[config.mk]
export PLATFORM = sky130hd
export DESIGN_NAME = sopc_data_bus
export DESIGN_NICKNAME = d
export VERILOG_FILES = /design/src/rtl/sopc_data_bus.sv
export SDC_FILE = /design/constraint.sdc
export NUM_CORES = 1
export LEC_CHECK = 0
export ABC_AREA = 1
export BUFFER_PORTS_ARGS = -buffer_cell sky130_fd_sc_hd__buf_4
export CAP_MARGIN = 10
export CORE_AREA = 3 3 135 137
export DETAILED_ROUTE_END_ITERATION = 10
export DIE_AREA = 0 0 138 140
export PLACE_DENSITY = 0.73
export SLEW_MARGIN = 10
export SYNTH_ARGS = -nofsm -noshare
export SYNTH_HDL_FRONTEND = slang
export SYNTH_SLANG_ARGS = --single-unit
[constraint.sdc]
create_clock -name clk -period 2.5 [get_ports clk]
set_clock_uncertainty 0.2 [all_clocks]
set_input_delay 0 -clock clk [delete_from_list [all_inputs] [get_ports clk]]
set_output_delay 0 -clock clk [all_outputs]
set_load 0.03 [all_outputs]
[src/rtl/sopc_data_bus.sv]
// sopc_data_bus: address-decoded data-side bus between the CPU and
// NUM_SLAVES variable-latency slaves. The CPU is stalled while a slave
// access is in flight. Decode errors and ack timeouts return a one-cycle
// error pulse and raise a sticky interrupt with the failing address.
module sopc_data_bus #(
  parameter int DATA_W     = 32,
  parameter int ADDR_W     = 32,
  parameter int NUM_SLAVES = 4,
  parameter int SEL_W      = 2,
  parameter int TIMEOUT    = 16
) (
  input  logic                         clk,
  input  logic                         rst,
  input  logic                         m_ce_i,
  input  logic                         m_we_i,
  input  logic [ADDR_W-1:0]            m_addr_i,
  input  logic [DATA_W/8-1:0]          m_sel_i,
  input  logic [DATA_W-1:0]            m_data_i,
  output logic [DATA_W-1:0]            m_data_o,
  output logic                         m_stall_o,
  output logic                         m_err_o,
  output logic [NUM_SLAVES-1:0]        s_ce_o,
  output logic                         s_we_o,
  output logic [ADDR_W-1:0]            s_addr_o,
  output logic [DATA_W/8-1:0]          s_sel_o,
  output logic [DATA_W-1:0]            s_data_o,
  input  logic [NUM_SLAVES*DATA_W-1:0] s_data_i,
  input  logic [NUM_SLAVES-1:0]        s_ack_i,
  output logic                         err_int_o,
  output logic [ADDR_W-1:0]            err_addr_o,
  input  logic                         err_clr_i
);

  localparam int BE_W  = DATA_W / 8;
  localparam int CNT_W = (TIMEOUT > 1) ? $clog2(TIMEOUT) : 1;
  localparam logic [CNT_W-1:0] CNT_LAST = CNT_W'(TIMEOUT - 1);
  // One extra bit so the compare also works when every index is populated.
  localparam logic [SEL_W:0]   NUM_S    = (SEL_W + 1)'(NUM_SLAVES);

  typedef enum logic [1:0] {
    IDLE   = 2'd0,
    ACCESS = 2'd1,
    DONE   = 2'd2,
    ERR    = 2'd3
  } state_t;

  state_t              state_q;
  logic                we_q;
  logic [ADDR_W-1:0]   addr_q;
  logic [BE_W-1:0]     sel_q;
  logic [DATA_W-1:0]   wdata_q;
  logic [SEL_W-1:0]    idx_q;
  logic [CNT_W-1:0]    cnt_q;
  logic [DATA_W-1:0]   rdata_q;
  logic                err_int_q;
  logic [ADDR_W-1:0]   err_addr_q;

  logic                in_access;
  logic [SEL_W-1:0]    req_idx;
  logic [DATA_W-1:0]   slave_rdata [NUM_SLAVES];
  logic [DATA_W-1:0]   sel_rdata;
  logic                sel_ack;

  assign in_access = (state_q == ACCESS);
  assign req_idx   = m_addr_i[ADDR_W-1 -: SEL_W];

  // Per-slave read-data slices and one-hot chip enables.
  generate
    for (genvar gi = 0; gi < NUM_SLAVES; gi++) begin : g_slave
      assign slave_rdata[gi] = s_data_i[gi*DATA_W +: DATA_W];
      assign s_ce_o[gi]      = in_access && (idx_q == SEL_W'(gi));
    end
  endgenerate

  // Pick the ack and read data of the addressed slave; others are ignored.
  always_comb begin
    sel_rdata = '0;
    sel_ack   = 1'b0;
    for (int i = 0; i < NUM_SLAVES; i++) begin
      if (idx_q == SEL_W'(i)) begin
        sel_rdata = slave_rdata[i];
        sel_ack   = s_ack_i[i];
      end
    end
  end

  // Shared slave outputs only carry the latched request during ACCESS.
  assign s_we_o   = in_access & we_q;
  assign s_addr_o = in_access ? addr_q  : '0;
  assign s_sel_o  = in_access ? sel_q   : '0;
  assign s_data_o = in_access ? wdata_q : '0;

  // CPU side: stall follows the request in IDLE so the request cycle
  // itself is stalled; reset forces it low immediately.
  always_comb begin
    m_stall_o = 1'b0;
    case (state_q)
      IDLE:    m_stall_o = rst & m_ce_i;
      ACCESS:  m_stall_o = 1'b1;
      default: m_stall_o = 1'b0;
    endcase
  end

  assign m_data_o   = (state_q == DONE) ? rdata_q : '0;
  assign m_err_o    = (state_q == ERR);
  assign err_int_o  = err_int_q;
  assign err_addr_o = err_addr_q;

  // Bus FSM with request latches, timeout counter and sticky error state.
  always_ff @(posedge clk or negedge rst) begin
    if (!rst) begin
      state_q    <= IDLE;
      we_q       <= 1'b0;
      addr_q     <= '0;
      sel_q      <= '0;
      wdata_q    <= '0;
      idx_q      <= '0;
      cnt_q      <= '0;
      rdata_q    <= '0;
      err_int_q  <= 1'b0;
      err_addr_q <= '0;
    end else begin
      // A clear is overridden below when an error is raised on this edge.
      if (err_clr_i) begin
        err_int_q <= 1'b0;
      end
      case (state_q)
        IDLE: begin
          if (m_ce_i) begin
            we_q    <= m_we_i;
            addr_q  <= m_addr_i;
            sel_q   <= m_sel_i;
            wdata_q <= m_data_i;
            idx_q   <= req_idx;
            cnt_q   <= '0;
            if ({1'b0, req_idx} < NUM_S) begin
              state_q <= ACCESS;
            end else begin
              state_q    <= ERR;
              err_int_q  <= 1'b1;
              err_addr_q <= m_addr_i;
            end
          end
        end
        ACCESS: begin
          if (sel_ack) begin
            rdata_q <= we_q ? '0 : sel_rdata;
            cnt_q   <= '0;
            state_q <= DONE;
          end else if (cnt_q == CNT_LAST) begin
            cnt_q      <= '0;
            state_q    <= ERR;
            err_int_q  <= 1'b1;
            err_addr_q <= addr_q;
          end else begin
            cnt_q <= cnt_q + 1'b1;
          end
        end
        DONE: begin
          state_q <= IDLE;
        end
        ERR: begin
          state_q <= IDLE;
        end
        default: begin
          state_q <= IDLE;
        end
      endcase
    end
  end

endmodule
## After elaboration in Yosys (flattened, before gate mapping)

Index checks and enable logic that the tools add are counted.

| word-level totals | value |
|---|---|
| register bits after elaboration | 142 |
| bits in latches | 0 |
| RAM bits | 0 |
| memory bits (read-only) | 0 |
| word-level logic and storage cells | 62 |
| memories kept | 0 |

| operators by class | value |
|---|---|
| add/subtract/negate cells | 1 |
| multiply operators | 0 |
| div/mod/pow operators | 0 |
| order comparisons | 0 |
| equality and inequality tests | 9 |
| shift-type cells | 0 |
| multiplexer cells | 26 |
| bitwise gates (word level) | 3 |
| reduce and logical (&&, ||, !) cells | 13 |

Operator list:

| operator | number |
|---|---|
| 2-to-1 mux 32 bit | 8 |
| 2-to-1 mux 4 bit | 4 |
| equality test 2 bit, second input constant | 4 |
| 2-to-1 mux 1 bit | 8 |
| case mux 4 bit (2 select lines) | 1 |
| AND reduction 2 bit | 4 |
| 2-to-1 mux 2 bit | 3 |
| case mux 2 bit (3 select lines) | 1 |
| adder 4 x 1 -> 4 bit, second input constant | 1 |
| equality test 2 x 1 -> 1 bit, second input constant | 2 |
| equality test 4 bit, second input constant | 1 |
| logical AND 1 bit | 4 |
| zero test 2 bit | 2 |
| inequality test 3 x 1 -> 1 bit, second input constant | 1 |
| AND reduction 3 bit | 1 |
| bitwise AND 1 bit | 2 |
| inequality test 2 bit, second input constant | 1 |
| case mux 1 bit (2 select lines) | 1 |
| nonzero test 2 bit | 1 |
| OR reduction 2 bit | 1 |
| inverter 1 bit | 1 |

## Logic depth before layout (Yosys ltp)

Gate-level depths: netlist of run 1.

| depth | value |
|---|---|
| word-level depth | 7 |
| depth in mapped cells | 9 |
| depth with buffers taken out | 7 |

## Worst setup path after synthesis of run 1

No wires, ideal clock.

| timing | value |
|---|---|
| path kind | register -> output |
| from | register state_q[1] |
| to | output s_ce_o[0] |
| data arrival time | 1.571 ns |
| slack | 0.729 ns |
| stages on the path, launching flop included | 5 |
| path through | dfrtp_1 nor2_1 inv_1 clkbuf_1 nor3_1 |

| between the ends | value |
|---|---|
| word-level cells in the longest chain between the ends | 2 |

Ends and longest elaborated chain:

| item | line | RTL |
|---|---|---|
| start, declared | 47 | `state_t state_q;` |
| start signal, assigned | 112 | `state_q <= IDLE;` |
| start signal, assigned | 137 | `state_q <= ACCESS;` |
| start signal, assigned | 139 | `state_q <= ERR;` |
| equality test 2 x 1 -> 1 bit | 64 | `assign in_access = (state_q == ACCESS);` |
| logical AND 1 bit | 71 | `assign s_ce_o[gi] = in_access && (idx_q == SEL_W'(gi));` |
| end, declared | 22 | `output logic [NUM_SLAVES-1:0] s_ce_o,` |

No other way between the ends.

==> results of run 1 <==
## critical path: stages (launching register included)
cell and delay (ns):
dfrtp_1 0.47, buf_4 0.24, nor2_1 0.14, buf_6 0.22, nand2_1 0.09, nand3_1 0.10, nand2_1 0.06, dlygate4sd3_1 0.56
o21ai_1 0.15
## final cells by class
cell class,count,share of cell area
clock inverters,13,0.0134
well taps,225,0.0230
repair buffers,519,0.357
clock buffers,19,0.0363
multi-input cells,682,0.238
inverters,146,0.0449
flip-flops and latches,140,0.287
## cells by family after synthesis
| logic type | Yosys count | synth area share |
|---|---|---|
| and+or+nand+nor | 555 | 0.311 |
| adders and majority gates | 1 | 0.00173 |
| AOI/OAI and AO/OA | 126 | 0.0873 |
| buffers and inverters | 212 | 0.115 |
| DFF | 140 | 0.485 |
## sequential cells by signal, summed over array words and instances (netlist names)
register / cells
addr_q: 32
we_q: 1
cnt_q: 4
state_q: 2
rdata_q: 32
wdata_q: 32
sel_q: 4
err_int_o: 1
err_addr_o: 32
## metal layers
layer	global-route usage	vias to the layer above	wire length, µm
li1	-	4106	-
met1	0.332	3898	10700
met2	0.456	377	12800
met3	0.0731	99	1990
met4	0.145	0	1410
met5	0	-	0
## layout by cell type (no fill, tap or decap), types with 2 or more instances in the layout
cell type	count
buf_4	360
nor2_1	236
nand2_1	234
dlygate4sd3_1	151
inv_1	145
dfrtp_1	140
a21oi_1	71
nand3_1	38
nand4_1	35
o21ai_1	29
o21ai_0	26
clkbuf_16	17
buf_12	5
clkinv_2	4
nor3_1	3
bufinv_16	3
nor2_2	2
nand3_2	2
clkinv_4	2
inv_6	2
buf_6	2
## repair_timing
action                                  CTS  global route
buffers inserted                          0             0
hold buffers                            152             0
gates resized for setup                   0             1
endpoints found under the hold margin   246             0
endpoints found under the setup margin    0             2
## power by group through the flow
stage	registers (µW)	logic, µW	clock network, µW
after detailed placement	3410	6430	0
after global routing	3470	7790	2750
after CTS	3370	7040	2650
final	3380	7130	2610
after global placement	3380	6370	0
after floorplan	3300	4260	0
## worst max path at each step
stage	slack [ns]	from	to	depth (start not counted)
floorplan	0.73	state_q[1]$_DFFE_PN0P_	s_ce_o[0]	4
global route	0.03	addr_q[31]$_DFFE_PN0P_	rdata_q[6]$_DFFE_PN0P_	7
global placement	0.64	state_q[0]$_DFFE_PN0P_	s_ce_o[1]	6
finish	0.17	addr_q[31]$_DFFE_PN0P_	rdata_q[16]$_DFFE_PN0P_	8
detailed placement	0.61	state_q[1]$_DFFE_PN0P_	addr_q[28]$_DFFE_PN0P_	5
CTS	0.18	addr_q[31]$_DFFE_PN0P_	rdata_q[9]$_DFFE_PN0P_	8
## per-stage QoR
| stage | area, µm² | hold slack (ns) | power [µW] | std cells | setup WS, ns |
|---|---|---|---|---|---|
| after floorplan | 7220 | -0.496 | 7560 | 1034 | 0.729 |
| after global placement | 10100 | -0.198 | 9750 | 1560 | 0.638 |
| after detailed placement | 10100 | -0.200 | 9840 | 1560 | 0.612 |
| after CTS | 12200 | 0.0607 | 13100 | 1744 | 0.180 |
| after global routing | 12200 | 0.0935 | 14000 | 1744 | 0.0326 |
| final | 12200 | 0.0691 | 13100 | 1744 | 0.175 |
==> impl_results.html, run 1 <==
<table>
<tr><th>Metric</th><th>Value</th></tr>
<tr><th colspan="2">Run status</th></tr>
<tr><td>Result of the run</td><td>completed</td></tr>
<tr><th colspan="2">Synthesis</th></tr>
<tr><td>Summed instance area of the synthesized netlist</td><td>7220 µm²</td></tr>
<tr><td>Sequential area share after synthesis</td><td>0.485</td></tr>
<tr><td>Yosys reg bits</td><td>140</td></tr>
<tr><td>Library cell with the largest summed area after synthesis</td><td>dfrtp_1</td></tr>
<tr><td>Biggest area contributors in the synthesized netlist</td><td>dfrtp_1, nor2_1, nand2_1</td></tr>
<tr><td>Most frequent cell after synthesis</td><td>nor2_1</td></tr>
<tr><td>Synthesis Warnings</td><td>0</td></tr>
<tr><td>Post-synth cell types</td><td>19</td></tr>
<tr><td>Async set or reset register ratio after synthesis</td><td>1.00</td></tr>
<tr><td>Total nets after synthesis</td><td>1240</td></tr>
<tr><td>Number of enable flip-flop cells after synthesis</td><td>0</td></tr>
<tr><td>Post-Syn Area per Cell</td><td>6.99 µm²</td></tr>
<tr><td>Primary flip-flop cell chosen by synthesis mapping</td><td>dfrtp_1</td></tr>
<tr><td>Top-area cell type share of the netlist area</td><td>0.485</td></tr>
<tr><td>Synth Instances</td><td>1034</td></tr>
<tr><td>Synth cell count leaders</td><td>nor2_1, nand2_1, inv_1, dfrtp_1, a21oi_1</td></tr>
<tr><th colspan="2">CTS</th></tr>
<tr><td>Root Buffer Master</td><td>clkbuf_16</td></tr>
<tr><td>Post-CTS clock slew at the launch and capture registers of the worst setup and hold paths</td><td>0.06 ns</td></tr>
<tr><td>Number of sinks driven by the clock tree</td><td>140</td></tr>
<tr><td>Worst skew pair latency</td><td>0.42 ns</td></tr>
<tr><td>Cts bufs inserted</td><td>17</td></tr>
<tr><td>CTS H-tree depth</td><td>4</td></tr>
<tr><td>TritonCTS clock tree</td><td>done</td></tr>
<tr><td>Maximum count of clock buffers along a single path</td><td>2</td></tr>
<tr><th colspan="2">Finish</th></tr>
<tr><td>Core occupancy in the finished layout</td><td>0.711</td></tr>
<tr><td>Fraction of layout cells with a size suffix above 1</td><td>0.269</td></tr>
<tr><td>Synth-to-Final Area Change</td><td>69.1%</td></tr>
<tr><td>Total area of multi-input combinational cells</td><td>2910 µm²</td></tr>
<tr><td>Reg area</td><td>3500 µm²</td></tr>
<tr><td>Number of filler instances in the final layout</td><td>1353</td></tr>
<tr><td>Number of nets at the end of the flow</td><td>1712</td></tr>
<tr><td>Antenna cells</td><td>0</td></tr>
<tr><th colspan="2">Route</th></tr>
<tr><td>Via count of the routed design</td><td>8480</td></tr>
<tr><td>DRT Wirelength</td><td>26900 µm</td></tr>
<tr><td>Vias per Instance</td><td>4.86</td></tr>
<tr><td>Routed wire length per instance</td><td>15.4 µm</td></tr>
<tr><td>DRC Markers</td><td>0</td></tr>
<tr><td>DRT antenna net count</td><td>0</td></tr>
<tr><td>Number of iterations in the first detailed-routing pass</td><td>6</td></tr>
<tr><td>First DRT Iteration DRCs</td><td>541</td></tr>
<tr><th colspan="2">Floorplan</th></tr>
<tr><td>Overall die area</td><td>19300 µm²</td></tr>
<tr><td>Core area</td><td>17200 µm²</td></tr>
<tr><td>I/O pin total</td><td>345</td></tr>
<tr><td>Initial core utilization</td><td>0.421</td></tr>
<tr><td>Number of rows in the core area</td><td>48</td></tr>
<tr><td>Height of the chip</td><td>140 µm</td></tr>
<tr><td>Die Width</td><td>138 µm</td></tr>
<tr><th colspan="2">Timing</th></tr>
<tr><td>Setup repair after global routing missed its margin</td><td>false</td></tr>
<tr><td>Total negative slack</td><td>0 ns</td></tr>
<tr><td>Number of setup violations in the final report</td><td>0</td></tr>
<tr><td>Achievable frequency</td><td>430 MHz</td></tr>
<tr><td>Hold Fails Final Rpt</td><td>0</td></tr>
<tr><td>Final-report max-slew violation count</td><td>0</td></tr>
<tr><td>Slew at the pin closest to its max-slew limit</td><td>0.571 ns</td></tr>
<tr><td>Tightest slew margin relative to the limit</td><td>0.620</td></tr>
<tr><td>Post-layout minimum cycle time</td><td>2.33 ns</td></tr>
<tr><td>Final critical-path share of the clock period</td><td>0.930</td></tr>
<tr><th colspan="2">Power and ir drop</th></tr>
<tr><td>Part of the power in combinational logic</td><td>0.544</td></tr>
<tr><td>Internal power of the cells</td><td>7260 µW</td></tr>
<tr><td>Pwr dens</td><td>1070 nW/µm²</td></tr>
<tr><td>Net Sw Frac</td><td>0.447</td></tr>
<tr><td>Net Switching</td><td>5860 µW</td></tr>
<tr><td>Max VDD drop</td><td>0.842 mV</td></tr>
<tr><td>Clk network pwr share</td><td>0.199</td></tr>
<tr><td>Leakage Power</td><td>0.00656 µW</td></tr>
<tr><td>Power share of the sequential group</td><td>0.257</td></tr>
<tr><th colspan="2">Critical path</th></tr>
<tr><td>CP startpoint kind</td><td>register</td></tr>
<tr><td>Reg-to-reg critical path endpoint</td><td>rdata_q[16]$_DFFE_PN0P_</td></tr>
<tr><td>Type of element capturing the critical path</td><td>register</td></tr>
<tr><td>Top fanout value on the critical path</td><td>20</td></tr>
<tr><td>Worst Reg-to-Reg Cells</td><td>8</td></tr>
<tr><td>Worst Path Arrival</td><td>2.46 ns</td></tr>
<tr><td>Launch instance of the worst register-to-register path</td><td>addr_q[31]$_DFFE_PN0P_</td></tr>
<tr><td>Setup slack of the worst register-to-register path</td><td>0.17 ns</td></tr>
<tr><td>Critical path start-end classification</td><td>reg2reg</td></tr>
<tr><td>Endpoint required time on the critical path</td><td>2.64 ns</td></tr>
<tr><th colspan="2">Hold path</th></tr>
<tr><td>Hold Crit Class</td><td>in2reg</td></tr>
<tr><td>Worst-case hold path end point</td><td>rdata_q[28]$_DFFE_PN0P_</td></tr>
<tr><td>Number of cells on the worst hold path</td><td>6</td></tr>
<tr><td>Start point of the worst min-delay path</td><td>s_ack_i[3]</td></tr>
<tr><th colspan="2">Global routing</th></tr>
<tr><td>Total routing resource utilization after global routing</td><td>0.276</td></tr>
<tr><td>Wire length of the first global-routing pass</td><td>43400 µm</td></tr>
<tr><td>Number of global-route vias before repair</td><td>8426</td></tr>
<tr><td>Initial antenna violation count</td><td>0</td></tr>
<tr><td>Total overflow reported by the global router</td><td>0</td></tr>
<tr><td>Pin count of the biggest net entering global routing</td><td>65</td></tr>
<tr><th colspan="2">Place</th></tr>
<tr><td>Count of buffers from port buffering</td><td>344</td></tr>
<tr><td>Sum of net half-perimeters after detailed placement</td><td>17100 µm</td></tr>
<tr><td>Placer Congestion</td><td>0.936</td></tr>
<tr><th colspan="2">Flow run</th></tr>
<tr><td>Max-Cap Viols</td><td>0</td></tr>
</table>
Note: power is estimated with default switching activity, not from simulation.
==> run 2: changes to the inputs <==
--- a/config.mk
+++ b/config.mk
@@ -8,10 +8,13 @@
 export ABC_AREA = 1
 export BUFFER_PORTS_ARGS = -buffer_cell sky130_fd_sc_hd__buf_4
 export CAP_MARGIN = 10
-export CORE_AREA = 3 3 135 137
+export CELL_PAD_IN_SITES_DETAIL_PLACEMENT = 0
+export CELL_PAD_IN_SITES_GLOBAL_PLACEMENT = 1
+export CORE_ASPECT_RATIO = 0.8
+export CORE_MARGIN = 2
+export CORE_UTILIZATION = 34
 export DETAILED_ROUTE_END_ITERATION = 10
-export DIE_AREA = 0 0 138 140
-export PLACE_DENSITY = 0.73
+export PLACE_DENSITY_LB_ADDON = 0.1
 export SLEW_MARGIN = 10
 export SYNTH_ARGS = -nofsm -noshare
 export SYNTH_HDL_FRONTEND = slang
==> impl_results.html, run 2 (same netlist as run 1, synthesis figures left out) <==
<table>
<tr><th>Metric</th><th>Value</th></tr>
<tr><th colspan="2">Run status</th></tr>
<tr><td>Result of the run</td><td>completed</td></tr>
<tr><th colspan="2">Timing</th></tr>
<tr><td>Hold Fails Final Rpt</td><td>0</td></tr>
<tr><td>Setup repair after global routing missed its margin</td><td>false</td></tr>
<tr><td>Post-layout minimum cycle time</td><td>2.31 ns</td></tr>
<tr><td>Tightest slew margin relative to the limit</td><td>0.576</td></tr>
<tr><td>Slew at the pin closest to its max-slew limit</td><td>0.636 ns</td></tr>
<tr><td>Final-report max-slew violation count</td><td>0</td></tr>
<tr><td>Total negative slack</td><td>0 ns</td></tr>
<tr><td>Final critical-path share of the clock period</td><td>0.924</td></tr>
<tr><td>Achievable frequency</td><td>433 MHz</td></tr>
<tr><td>Number of setup violations in the final report</td><td>0</td></tr>
<tr><th colspan="2">Critical path</th></tr>
<tr><td>Slowest cell on crit path</td><td>dlygate4sd3_1</td></tr>
<tr><td>Ordered list of cells on the worst path</td><td>buf_4 -&gt; nor2_2 -&gt; buf_4 -&gt; nand2_1 -&gt; nand3_1 -&gt; nand2_1 -&gt; nand2_1 -&gt; dlygate4sd3_1 -&gt; o21ai_1</td></tr>
<tr><td>Worst Path Arrival</td><td>2.41 ns</td></tr>
<tr><td>Critical path start-end classification</td><td>reg2reg</td></tr>
<tr><td>Type of element capturing the critical path</td><td>register</td></tr>
<tr><td>Top fanout value on the critical path</td><td>32</td></tr>
<tr><td>Cell family contributing the most delay on the critical path</td><td>buffers and inverters</td></tr>
<tr><td>Worst Path Buf+Inv</td><td>3</td></tr>
<tr><td>CP startpoint kind</td><td>register</td></tr>
<tr><td>Largest stage delay on the critical path</td><td>0.54 ns</td></tr>
<tr><td>Cell repeated most along the worst path</td><td>nand2_1</td></tr>
<tr><td>Endpoint required time on the critical path</td><td>2.60 ns</td></tr>
<tr><th colspan="2">Floorplan</th></tr>
<tr><td>I/O pin total</td><td>345</td></tr>
<tr><td>Number of rows in the core area</td><td>47</td></tr>
<tr><td>Overall die area</td><td>22400 µm²</td></tr>
<tr><td>Height of the chip</td><td>134 µm</td></tr>
<tr><td>Die Width</td><td>167 µm</td></tr>
<tr><td>Core area</td><td>20800 µm²</td></tr>
<tr><td>Initial core utilization</td><td>0.348</td></tr>
<tr><th colspan="2">Finish</th></tr>
<tr><td>Fraction of layout cells with a size suffix above 1</td><td>0.270</td></tr>
<tr><td>Cell area after layout</td><td>12200 µm²</td></tr>
<tr><td>Highest-count cells in the layout ignoring fill and taps</td><td>buf_4, nor2_1, nand2_1, dlygate4sd3_1, inv_1</td></tr>
<tr><td>Total area of multi-input combinational cells</td><td>2910 µm²</td></tr>
<tr><td>Leading cell type in the layout, fill and taps excluded</td><td>buf_4</td></tr>
<tr><td>Number of filler instances in the final layout</td><td>1946</td></tr>
<tr><td>Synth-to-Final Area Change</td><td>69.5%</td></tr>
<tr><td>Number of nets at the end of the flow</td><td>1709</td></tr>
<tr><td>Reg area</td><td>3500 µm²</td></tr>
<tr><th colspan="2">Hold path</th></tr>
<tr><td>Hold Crit Class</td><td>in2reg</td></tr>
<tr><th colspan="2">Power and ir drop</th></tr>
<tr><td>Pwr dens</td><td>1060 nW/µm²</td></tr>
<tr><td>Leakage Power</td><td>0.00654 µW</td></tr>
<tr><td>Power share of the sequential group</td><td>0.261</td></tr>
<tr><td>Max VDD drop</td><td>0.663 mV</td></tr>
<tr><td>Net Sw Frac</td><td>0.448</td></tr>
<tr><td>Clk network pwr share</td><td>0.200</td></tr>
<tr><td>Part of the power in combinational logic</td><td>0.539</td></tr>
<tr><td>Net Switching</td><td>5820 µW</td></tr>
<tr><td>Internal power of the cells</td><td>7180 µW</td></tr>
<tr><th colspan="2">CTS</th></tr>
<tr><td>Number of sinks driven by the clock tree</td><td>140</td></tr>
<tr><td>Cts bufs inserted</td><td>17</td></tr>
<tr><td>Maximum count of clock buffers along a single path</td><td>2</td></tr>
<tr><td>CTS H-tree depth</td><td>4</td></tr>
<tr><td>Post-CTS clock slew at the launch and capture registers of the worst setup and hold paths</td><td>0.06 ns</td></tr>
<tr><td>Number of buffers inserted by post-CTS setup repair</td><td>0</td></tr>
<tr><td>TritonCTS clock tree</td><td>done</td></tr>
<tr><td>Root Buffer Master</td><td>clkbuf_16</td></tr>
<tr><td>Worst skew pair latency</td><td>0.42 ns</td></tr>
<tr><th colspan="2">Route</th></tr>
<tr><td>DRC Markers</td><td>0</td></tr>
<tr><td>Routed wire length per instance</td><td>14.3 µm</td></tr>
<tr><td>First DRT Iteration DRCs</td><td>443</td></tr>
<tr><td>Via count of the routed design</td><td>8092</td></tr>
<tr><td>Vias per Instance</td><td>4.53</td></tr>
<tr><td>DRT antenna net count</td><td>0</td></tr>
<tr><td>DRT Wirelength</td><td>25600 µm</td></tr>
<tr><td>Number of iterations in the first detailed-routing pass</td><td>5</td></tr>
<tr><th colspan="2">Global routing</th></tr>
<tr><td>Pin count of the biggest net entering global routing</td><td>66</td></tr>
<tr><td>Met2 track demand over resource</td><td>0.377</td></tr>
<tr><td>Initial antenna violation count</td><td>2</td></tr>
<tr><td>Total routing resource utilization after global routing</td><td>0.229</td></tr>
<tr><td>Peak-usage layer in the global routing report</td><td>met2</td></tr>
<tr><td>Total overflow reported by the global router</td><td>0</td></tr>
<tr><td>GRT met3 Usage</td><td>0.0596</td></tr>
<tr><td>Met1 usage</td><td>0.299</td></tr>
<tr><td>Number of global-route vias before repair</td><td>8075</td></tr>
<tr><td>Wire length of the first global-routing pass</td><td>41200 µm</td></tr>
<tr><th colspan="2">Place</th></tr>
<tr><td>Placer Congestion</td><td>0.815</td></tr>
<tr><td>Cell area after placement</td><td>10100 µm²</td></tr>
<tr><td>Count of buffers from port buffering</td><td>344</td></tr>
<tr><td>Sum of net half-perimeters after detailed placement</td><td>17600 µm</td></tr>
<tr><th colspan="2">Flow run</th></tr>
<tr><td>Max-Cap Viols</td><td>0</td></tr>
</table>
run 2: changes by cell type in the layout (fill, tap and decap cells not counted), sizes merged:
cell	previous run	this run
clkinv	6	3
diode	0	1
clkinvlp	1	2
inv	149	152
dlygate4sd3	151	149
buf	368	367
bufinv	3	2
run 2: metrics by stage:
step / util / cells / hold slack, ns / worst slack, ns / power (µW)
floorplan: - / 1034 / -0.496 / 0.729 / 7560
global placement: 0.487 / 1603 / -0.292 / 0.618 / 9870
detailed placement: 0.487 / 1603 / -0.291 / 0.589 / 9890
CTS: 0.589 / 1785 / 0.0594 / 0.0616 / 13100
global route: 0.590 / 1786 / 0.100 / 0.0163 / 14000
finish: 0.590 / 1786 / 0.0667 / 0.191 / 13000
run 2: power groups by stage:
| stage | clock [µW] | combinational [µW] | sequential, µW |
|---|---|---|---|
| 2_1_floorplan | 0 | 4260 | 3300 |
| 3_3_place_gp | 0 | 6450 | 3420 |
| 3_5_place_dp | 0 | 6450 | 3430 |
| 4_1_cts | 2670 | 7050 | 3390 |
| 5_1_grt | 2760 | 7720 | 3480 |
| 6_report | 2600 | 7010 | 3400 |
run 2: worst paths after layout:
kind / cells past startpoint / endpoint / slack [ns] / startpoint
min in group asynchronous: 4 / err_addr_o[19]$_DFFE_PN0P_ / 0.47 / rst
setup / recovery: 9 / rdata_q[23]$_DFFE_PN0P_ / 0.19 / addr_q[30]$_DFFE_PN0P_
hold / removal: 6 / rdata_q[0]$_DFFE_PN0P_ / 0.07 / s_ack_i[3]
setup reg to reg: 9 / rdata_q[23]$_DFFE_PN0P_ / 0.19 / addr_q[30]$_DFFE_PN0P_
max in group asynchronous: 4 / rdata_q[16]$_DFFE_PN0P_ / 0.99 / rst
hold reg to reg: 2 / err_addr_o[25]$_DFFE_PN0P_ / 0.27 / err_addr_o[25]$_DFFE_PN0P_
run 2: area by class of cell:
| class | instances | share of cell area |
|---|---|---|
| Inverter | 146 | 0.0448 |
| Multi-Input combinational cell | 682 | 0.238 |
| Clock inverter | 13 | 0.0125 |
| Sequential cell | 140 | 0.286 |
| Timing Repair Buffer | 516 | 0.354 |
| Clock buffer | 19 | 0.0370 |
| Antenna cell | 1 | 0.000204 |
| Tap cell | 269 | 0.0275 |
run 2: timing repair:
item / in CTS / in global routing
hold buffers: 150 / 0
hold endpoints to repair: 246 / 0
gates resized for setup: 0 / 3
endpoints found under the setup margin: 0 / 12
run 2: worst reg2reg max path: stages, from the launching register on:
cell and delay (ns):
dfrtp_1 0.37, buf_4 0.21, nor2_2 0.12, buf_4 0.34
nand2_1 0.12, nand3_1 0.11, nand2_1 0.06, nand2_1 0.07
dlygate4sd3_1 0.54, o21ai_1 0.06
run 2: layer usage:
metal	part of all wire	wire length, µm	vias up
met5	0.00051	13	-
met4	0.019	482	2
met3	0.064	1630	29
met2	0.47	12000	248
met1	0.45	11400	3699
li1	-	-	4114
==> run 3: changes to the inputs <==
--- a/config.mk
+++ b/config.mk
@@ -14,7 +14,7 @@
 export CORE_MARGIN = 2
 export CORE_UTILIZATION = 34
 export DETAILED_ROUTE_END_ITERATION = 10
-export PLACE_DENSITY_LB_ADDON = 0.1
+export PLACE_DENSITY = 0.85
 export SLEW_MARGIN = 10
 export SYNTH_ARGS = -nofsm -noshare
 export SYNTH_HDL_FRONTEND = slang
==> impl_results.html, run 3 (same netlist as run 1, synthesis figures left out) <==
<table>
<tr><th>Metric</th><th>Value</th></tr>
<tr><th colspan="2">Route</th></tr>
<tr><td>DRT Wirelength</td><td>26800 µm</td></tr>
<tr><td>Routed wire length per instance</td><td>14.9 µm</td></tr>
<tr><td>Via count of the routed design</td><td>8319</td></tr>
<tr><td>Vias per Instance</td><td>4.62</td></tr>
<tr><td>DRC Markers</td><td>0</td></tr>
<tr><td>DRT antenna net count</td><td>0</td></tr>
<tr><td>Number of iterations in the first detailed-routing pass</td><td>5</td></tr>
<tr><td>First DRT Iteration DRCs</td><td>457</td></tr>
<tr><th colspan="2">Floorplan</th></tr>
<tr><td>Number of rows in the core area</td><td>47</td></tr>
<tr><td>Overall die area</td><td>22400 µm²</td></tr>
<tr><td>Die Width</td><td>167 µm</td></tr>
<tr><td>Initial core utilization</td><td>0.348</td></tr>
<tr><td>Core area</td><td>20800 µm²</td></tr>
<tr><td>Height of the chip</td><td>134 µm</td></tr>
<tr><td>I/O pin total</td><td>345</td></tr>
<tr><th colspan="2">Timing</th></tr>
<tr><td>Number of setup violations in the final report</td><td>0</td></tr>
<tr><td>Post-layout minimum cycle time</td><td>2.31 ns</td></tr>
<tr><td>Final-report max-slew violation count</td><td>0</td></tr>
<tr><td>Slew at the pin closest to its max-slew limit</td><td>0.533 ns</td></tr>
<tr><td>Achievable frequency</td><td>432 MHz</td></tr>
<tr><td>Total negative slack</td><td>0 ns</td></tr>
<tr><td>Final critical-path share of the clock period</td><td>0.925</td></tr>
<tr><td>Hold Fails Final Rpt</td><td>0</td></tr>
<tr><td>Setup repair after global routing missed its margin</td><td>false</td></tr>
<tr><td>Tightest slew margin relative to the limit</td><td>0.645</td></tr>
<tr><th colspan="2">Global routing</th></tr>
<tr><td>Total overflow reported by the global router</td><td>0</td></tr>
<tr><td>Total routing resource utilization after global routing</td><td>0.239</td></tr>
<tr><td>Initial antenna violation count</td><td>0</td></tr>
<tr><td>Wire length of the first global-routing pass</td><td>43100 µm</td></tr>
<tr><td>Pin count of the biggest net entering global routing</td><td>86</td></tr>
<tr><td>Number of global-route vias before repair</td><td>8362</td></tr>
<tr><th colspan="2">Place</th></tr>
<tr><td>Count of placed standard cells including taps</td><td>1602</td></tr>
<tr><td>Cell area after placement</td><td>10100 µm²</td></tr>
<tr><td>Placer Congestion</td><td>0.784</td></tr>
<tr><td>Sum of net half-perimeters after detailed placement</td><td>17800 µm</td></tr>
<tr><td>Count of buffers from port buffering</td><td>344</td></tr>
<tr><th colspan="2">CTS</th></tr>
<tr><td>Worst skew pair latency</td><td>0.42 ns</td></tr>
<tr><td>Number of sinks driven by the clock tree</td><td>140</td></tr>
<tr><td>Post-CTS clock slew at the launch and capture registers of the worst setup and hold paths</td><td>0.06 ns</td></tr>
<tr><td>TritonCTS clock tree</td><td>done</td></tr>
<tr><td>Root Buffer Master</td><td>clkbuf_16</td></tr>
<tr><td>Cts bufs inserted</td><td>17</td></tr>
<tr><td>Maximum count of clock buffers along a single path</td><td>2</td></tr>
<tr><td>CTS H-tree depth</td><td>4</td></tr>
<tr><th colspan="2">Critical path</th></tr>
<tr><td>Type of element capturing the critical path</td><td>register</td></tr>
<tr><td>Critical path start-end classification</td><td>reg2reg</td></tr>
<tr><td>Endpoint required time on the critical path</td><td>2.63 ns</td></tr>
<tr><td>Worst Path Arrival</td><td>2.45 ns</td></tr>
<tr><td>CP startpoint kind</td><td>register</td></tr>
<tr><td>Top fanout value on the critical path</td><td>23</td></tr>
<tr><th colspan="2">Finish</th></tr>
<tr><td>Leading cell type in the layout, fill and taps excluded</td><td>buf_4</td></tr>
<tr><td>Final instance count without filler cells</td><td>1800</td></tr>
<tr><td>Total area of multi-input combinational cells</td><td>2910 µm²</td></tr>
<tr><td>Fraction of layout cells with a size suffix above 1</td><td>0.265</td></tr>
<tr><td>Highest-count cells in the layout ignoring fill and taps</td><td>buf_4, nor2_1, nand2_1, dlygate4sd3_1, inv_1</td></tr>
<tr><td>Synth-to-Final Area Change</td><td>71.3%</td></tr>
<tr><td>Reg area</td><td>3500 µm²</td></tr>
<tr><td>Number of filler instances in the final layout</td><td>1902</td></tr>
<tr><td>Cell area after layout</td><td>12400 µm²</td></tr>
<tr><td>Number of nets at the end of the flow</td><td>1723</td></tr>
<tr><th colspan="2">Power and ir drop</th></tr>
<tr><td>Leakage Power</td><td>0.00661 µW</td></tr>
<tr><td>Max VDD drop</td><td>0.721 mV</td></tr>
<tr><td>Pwr dens</td><td>1050 nW/µm²</td></tr>
<tr><th colspan="2">Run status</th></tr>
<tr><td>Result of the run</td><td>completed</td></tr>
<tr><th colspan="2">Flow run</th></tr>
<tr><td>Max-Cap Viols</td><td>0</td></tr>
<tr><th colspan="2">Hold path</th></tr>
<tr><td>Hold Crit Class</td><td>in2reg</td></tr>
</table>
## run 3: through the flow
stage	total power [µW]	util	setup slack [ns]	hold slack, ns
4_1_cts	13100	0.595	0.134	0.0464
2_1_floorplan	7560	-	0.729	-0.496
3_5_place_dp	9900	0.487	0.650	-0.218
3_3_place_gp	9850	0.487	0.695	-0.216
6_report	13000	0.596	0.187	0.0506
5_1_grt	14000	0.596	0.00506	0.101
## run 3: final timing paths
check	depth (start not counted)	slack [ns]	from	end
max in group asynchronous	4	1.15	rst	err_addr_o[26]$_DFFE_PN0P_
setup reg to reg	8	0.19	addr_q[31]$_DFFE_PN0P_	rdata_q[3]$_DFFE_PN0P_
hold / removal	6	0.05	s_ack_i[3]	err_addr_o[30]$_DFFE_PN0P_
min in group asynchronous	4	0.50	rst	addr_q[4]$_DFFE_PN0P_
setup / recovery	8	0.19	addr_q[31]$_DFFE_PN0P_	rdata_q[3]$_DFFE_PN0P_
hold reg to reg	2	0.27	err_addr_o[6]$_DFFE_PN0P_	err_addr_o[6]$_DFFE_PN0P_
## run 3: area by class of cell
class / count / share of cell area
Timing Repair Buffer: 530 / 0.364
Sequential cell: 140 / 0.283
Multi-Input combinational cell: 682 / 0.235
Inverter: 146 / 0.0443
Clock buffer: 19 / 0.0358
Tap cell: 269 / 0.0272
Clock inverter: 13 / 0.0104
Antenna cell: 1 / 0.000202
## run 3: power breakdown
part	switching, µW	internal (µW)	total [µW]	leakage [µW]
Combinational	4460	2690	7150	0.00463
Clock	1060	1420	2480	0.000270
Sequential	394	3010	3410	0.00172
Total	5910	7120	13000	0.00661
## run 3: critical path, cell delays in order (launching register included)
cell and delay, ns:
dfrtp_1 0.48, buf_4 0.26, nor2_1 0.15, buf_6 0.22, nand2_1 0.07, nand3_1 0.10, nand2_1 0.06, dlygate4sd3_1 0.56
o21ai_1 0.14
## run 3: metal layers
metal  routed length (µm)  track usage  vias up
met1                11600        0.303     3861
met2                12800        0.403      273
met3                 1680       0.0599       49
met5                    0            0        -
li1                     -            -     4136
met4                  698       0.0785        0
## run 3: timing repair
| action | in CTS | in global routing |
|---|---|---|
| endpoints found under the setup margin | 0 | 8 |
| setup buffers | 0 | 0 |
| hold buffers | 165 | 0 |
| resized for setup | 0 | 3 |
| endpoints found under the hold margin | 247 | 0 |
